===== src/rtl/sram_pkg.sv =====
// Shared definitions for controllers on the external SRAM bank.
//   sram_state_e : access sequencer states
//   sram_owner_e : which pipeline port owns the access in flight
//   CE_N_IDLE / BE_N_IDLE : inactive levels of the active-low chip/byte strobes
package sram_pkg;

  typedef enum logic [2:0] {
    ST_IDLE,
    ST_RD,
    ST_WR,
    ST_WR_HOLD,
    ST_DONE
  } sram_state_e;

  typedef enum logic {
    OWN_IF,
    OWN_MEM
  } sram_owner_e;

  localparam logic CE_N_IDLE = 1'b1;
  // Per-lane inactive level; replicate across the byte-enable bus.
  localparam logic BE_N_IDLE = 1'b1;

endpackage


===== src/rtl/sram_port_arbiter.sv =====
// Shares one asynchronous SRAM bank between the instruction-fetch port and the
// data-memory port. Fixed priority (MEM over IF), multi-cycle strobe timing,
// one-cycle ack with read data. Every output is a flop.
// Ports:
//   clk, rst                  clock, synchronous active-high reset
//   if_req/if_addr            fetch read request (level, held until if_ack)
//   if_rdata/if_ack           fetch data, valid with the one-cycle ack
//   mem_req/we/be/addr/wdata  data request (level, held until mem_ack)
//   mem_rdata/mem_ack         data read data, valid with the one-cycle ack
//   sram_dout                 data from the pad buffer
//   sram_din/sram_dq_oe       data to the pad buffer and its drive enable
//   sram_addr, sram_be_n, sram_ce_n, sram_oe_n, sram_we_n  SRAM pins
module sram_port_arbiter
  import sram_pkg::*;
#(
  parameter int ADDR_W    = 20,
  parameter int DATA_W    = 32,
  parameter int RD_CYCLES = 2,
  parameter int WR_CYCLES = 3
) (
  input  logic                clk,
  input  logic                rst,
  input  logic                if_req,
  input  logic [ADDR_W-1:0]   if_addr,
  output logic [DATA_W-1:0]   if_rdata,
  output logic                if_ack,
  input  logic                mem_req,
  input  logic                mem_we,
  input  logic [DATA_W/8-1:0] mem_be,
  input  logic [ADDR_W-1:0]   mem_addr,
  input  logic [DATA_W-1:0]   mem_wdata,
  output logic [DATA_W-1:0]   mem_rdata,
  output logic                mem_ack,
  input  logic [DATA_W-1:0]   sram_dout,
  output logic [DATA_W-1:0]   sram_din,
  output logic                sram_dq_oe,
  output logic [ADDR_W-1:0]   sram_addr,
  output logic [DATA_W/8-1:0] sram_be_n,
  output logic                sram_ce_n,
  output logic                sram_oe_n,
  output logic                sram_we_n
);

  localparam int BE_W    = DATA_W / 8;
  localparam int MAX_CYC = (RD_CYCLES > WR_CYCLES) ? RD_CYCLES : WR_CYCLES;
  localparam int CNT_W   = $clog2(MAX_CYC) + 1;
  localparam logic [CNT_W-1:0] RD_LOAD = CNT_W'(RD_CYCLES - 1);
  localparam logic [CNT_W-1:0] WR_LOAD = CNT_W'(WR_CYCLES - 1);
  localparam logic [BE_W-1:0]  BE_OFF  = {BE_W{BE_N_IDLE}};

  sram_state_e      state;
  sram_owner_e      owner;
  logic [CNT_W-1:0] cnt;

  // Strobes are driven from the state transitions themselves so each pin is a
  // flop whose value matches the state being entered.
  always_ff @(posedge clk) begin
    if (rst) begin
      state      <= ST_IDLE;
      owner      <= OWN_IF;
      cnt        <= '0;
      if_ack     <= 1'b0;
      mem_ack    <= 1'b0;
      if_rdata   <= '0;
      mem_rdata  <= '0;
      sram_addr  <= '0;
      sram_din   <= '0;
      sram_dq_oe <= 1'b0;
      sram_be_n  <= BE_OFF;
      sram_ce_n  <= CE_N_IDLE;
      sram_oe_n  <= 1'b1;
      sram_we_n  <= 1'b1;
    end else begin
      if_ack  <= 1'b0;
      mem_ack <= 1'b0;
      case (state)
        ST_IDLE: begin
          // MEM holds the older instruction, so it wins a tie.
          if (mem_req) begin
            owner     <= OWN_MEM;
            sram_addr <= mem_addr;
            sram_ce_n <= 1'b0;
            if (mem_we) begin
              state      <= ST_WR;
              cnt        <= WR_LOAD;
              sram_we_n  <= 1'b0;
              sram_be_n  <= ~mem_be;
              sram_din   <= mem_wdata;
              sram_dq_oe <= 1'b1;
            end else begin
              state     <= ST_RD;
              cnt       <= RD_LOAD;
              sram_oe_n <= 1'b0;
              sram_be_n <= '0;
            end
          end else if (if_req) begin
            owner     <= OWN_IF;
            sram_addr <= if_addr;
            sram_ce_n <= 1'b0;
            sram_oe_n <= 1'b0;
            sram_be_n <= '0;
            state     <= ST_RD;
            cnt       <= RD_LOAD;
          end
        end
        ST_RD: begin
          if (cnt == '0) begin
            if (owner == OWN_MEM) begin
              mem_rdata <= sram_dout;
              mem_ack   <= 1'b1;
            end else begin
              if_rdata <= sram_dout;
              if_ack   <= 1'b1;
            end
            sram_ce_n <= CE_N_IDLE;
            sram_oe_n <= 1'b1;
            sram_be_n <= BE_OFF;
            state     <= ST_DONE;
          end else begin
            cnt <= cnt - 1'b1;
          end
        end
        ST_WR: begin
          // Raise we_n first; ce_n, address, data and drive stay for hold time.
          if (cnt == '0) begin
            sram_we_n <= 1'b1;
            state     <= ST_WR_HOLD;
          end else begin
            cnt <= cnt - 1'b1;
          end
        end
        ST_WR_HOLD: begin
          sram_ce_n  <= CE_N_IDLE;
          sram_be_n  <= BE_OFF;
          sram_dq_oe <= 1'b0;
          mem_ack    <= 1'b1;  // only MEM ever writes
          state      <= ST_DONE;
        end
        ST_DONE: state <= ST_IDLE;
        default: state <= ST_IDLE;
      endcase
    end
  end

endmodule

===== config.mk =====
export PLATFORM = sky130hd
export DESIGN_NAME = sram_port_arbiter
export DESIGN_NICKNAME = d
export VERILOG_FILES = /design/src/rtl/sram_pkg.sv /design/src/rtl/sram_port_arbiter.sv
export SDC_FILE = /design/constraint.sdc
export NUM_CORES = 1
export LEC_CHECK = 0
export CAP_MARGIN = 20
export CELL_PAD_IN_SITES_DETAIL_PLACEMENT = 0
export CELL_PAD_IN_SITES_GLOBAL_PLACEMENT = 2
export CORE_UTILIZATION = 24
export DETAILED_ROUTE_END_ITERATION = 7
export MAX_ROUTING_LAYER = met4
export PLACE_DENSITY_LB_ADDON = 0.1
export SLEW_MARGIN = 20
export SYNTH_ARGS = -nofsm -noshare
export SYNTH_HDL_FRONTEND = slang
export SYNTH_SLANG_ARGS = --single-unit

===== constraint.sdc =====
create_clock -name clk -period 3.45 [get_ports clk]
set_clock_uncertainty 0.1 [all_clocks]
set_input_delay 0.69 -clock clk [delete_from_list [all_inputs] [get_ports clk]]
set_output_delay 0.69 -clock clk [all_outputs]
set_load 0.02 [all_outputs]

==> impl_results.md <==
* Routability cong. at 0.721
* CP Cell Sequence: clkdlybuf4s50_1
* Syn_area_per_cell at 8.33 um^2
* Clock Latency Late Sink at 0.40 ns
* H-tree Lvls at 4
* Post_cts resized at 0
* Maxcap violations at 0
* Top FF cell, synth: dfxtp_1
* Commonest non-fill, non-tap cell in the layout: clkdlybuf4s50_1
* Family with the most delay on the worst path: buffers and inverters
* Synth Cell Area at 0.00495 mm^2
* Post-CTS Setup Bufs at 0
* CP Max Fanout at 3
* Crit start category: register
* DRT Pass-1 Iters at 4
* Reg2Reg Depth at 6
* Antenna diodes at 0
* Slew Limit Fails at 0
* Buffers & Inverters on Critical Path at 1
* Setup CP Type: register to primary output
* WHS Path Cells at 2
* Tmin final at 2.20 ns
* Reg-to-reg setup timing slack at 1.33 ns
* Final Hold Viols at 0
* Asr flop ratio synth at 0
* CTS Root Cell: clkbuf_16
* Drt drc at 0
* PwrDens at 654 mW/mm^2
* Die width at 146 um
* Hold EP: sram_ce_n
* Achievable Freq at 0.454 GHz
* Post-synth cell types at 38
* Port buffer count at 238
* Via count at 4785
* CP max stage delay at 0.66 ns
* Starting Density at 0.245
* Seq/Total Area, Yosys at 0.538
* Die ar. at 0.0212 mm^2
* Slew @ Worst Pin at 0.758 ns
* Unrepaired setup endpoints after global routing: no
* Die Height at 146 um
* Clk buf depth at 2
* IO Count at 239
* Hold Path Class: register to register
* Layout cells sized above 1 at 0.0568
* EDFF count, synth at 0
* Post-Route Setup TNS at 0 ns
* Final #Nets at 930
* Antenna-violating nets left at 0
* P&R area growth vs syn at 65.6%
* # rows at 52
* Slew headroom at 0.494
* Worst EP arrival at 1.41 ns
* Core ar. at 0.0202 mm^2
* Vias per Instance at 4.36
* Gr usage total at 0.154
* Grt ovf at 0
* Worst VDD drop at 0.365 mV
* Slowest CP cell: clkdlybuf4s50_1
* DRT iter0 DRCs at 241
* First-pass GRT wire length at 24900 um
* Commonest cells after routing, fill and taps aside: 237 x clkdlybuf4s50_1, 201 x nand2_1, 133 x dfxtp_1
* Vias in the first global route at 4711
* Clock sink count at 133
* Final hold slack at 0.343 ns
* Fill count at 2006
* CTS tree: yes
* Cell count after synthesis at 594
* R2r startpoint: cnt[0]
* FF-to-FF End: mem_rdata[21]
* Clk slew on worst S/H paths at 0.06 ns
* Hold Buf Count CTS at 0
* Pleak at 2.89 nW
* Status: finished, final reports clean
* Setup crit end kind: primary output
* Fin crit share at 0.638
* Worst hold start: sram_ce_n
* CP Launch Point: sram_dq_oe
* #FFs+latches synth at 133
* Initial antenna violation count at 0
* CP Data Required Time at 2.66 ns
* Final setup vio count at 0
* Yosys warnings at 0
* Post-Syn Nets at 709
* Pin count of the biggest net entering global routing at 68
* Num CTS Buffers at 17
* Post-Route WL at 15300 um
* Detailed placement HPWL at 10700 um
* Total power at 5.36 mW
* WL per Instance at 14.0 um
[routing by layer]
| metal | up-vias | share of wire | global-route usage |
|---|---|---|---|
| met4 | 0 | 0.011 | 0.0458 |
| li1 | 2424 | - | - |
| met5 | - | 0 | - |
| met1 | 2208 | 0.44 | 0.179 |
| met2 | 143 | 0.50 | 0.257 |
| met3 | 10 | 0.050 | 0.0429 |
[worst max path at each step]
stage / end / slack [ns] / cells past startpoint
finish: sram_dq_oe / 1.25 / 1
global route: mem_ack / 1.13 / 5
CTS: sram_dq_oe / 1.22 / 1
detailed placement: sram_addr[9] / 0.95 / 5
global placement: sram_din[9] / 1.05 / 5
floorplan: sram_addr[0] / 1.59 / 4
[synthesized netlist by cell type (2+ instances only)]
cell / count / area (um^2)
nand2_1: 201 / 754
dfxtp_1: 133 / 2660
a21oi_1: 99 / 495
nor2_1: 24 / 90.1
clkbuf_1: 23 / 86.3
a211oi_1: 22 / 165
mux2i_1: 20 / 200
buf_2: 15 / 75.1
nor3_1: 7 / 35.0
a2111oi_0: 4 / 35.0
buf_1: 4 / 15.0
inv_1: 4 / 15.0
o211ai_1: 4 / 30.0
buf_6: 3 / 33.8
nand2b_1: 3 / 18.8
o21ai_0: 3 / 15.0
ha_1: 2 / 25.0
nand3_1: 2 / 10.0
nor2b_1: 2 / 12.5
[logic make-up (layout without fill, tap and decap cells)]
logic type,count (synthesis),in the layout,share of synthesized area
flops,133,133,0.538
mux,20,20,0.0404
buf+inv,50,283,0.0470
fa+ha+maj,2,2,0.00505
simple gates,246,246,0.201
xor+xnor,1,1,0.00177
compound gates,142,142,0.166
[sequential cells by signal, summed over array words and instances (netlist names)]
signal / flops
cnt: 3
owner: 1
mem_ack: 1
sram_we_n: 1
sram_be_n: 4
if_ack: 1
sram_dq_oe: 1
state: 3
sram_addr: 20
if_rdata: 32
sram_ce_n: 1
sram_din: 32
sram_oe_n: 1
mem_rdata: 32
[cell type report]
cell class,count,area [um^2],area share
well taps,270,338,0.0412
inverters,4,15.0,0.00183
clock inverters,12,205,0.0250
clock buffers,19,433,0.0528
repair buffers,248,2470,0.301
multi-input cells,411,2070,0.253
flip-flops and latches,133,2660,0.325
[power breakdown]
group	switching (mW)	internal (mW)	total [mW]
logic	0.827	0.675	1.50
clock network	0.678	1.28	1.96
registers	0.137	1.76	1.90
total	1.64	3.72	5.36
[stage by stage]
step	setup WS [ns]	instances	instance area, um^2	util
2_1_floorplan	1.59	594	4950	-
3_3_place_gp	1.05	1066	7560	0.373
3_5_place_dp	0.952	1066	7560	0.373
4_1_cts	1.22	1097	8200	0.405
5_1_grt	1.13	1097	8200	0.405
6_report	1.25	1097	8200	0.405
No activity file was read; power rests on OpenSTA's default activity.
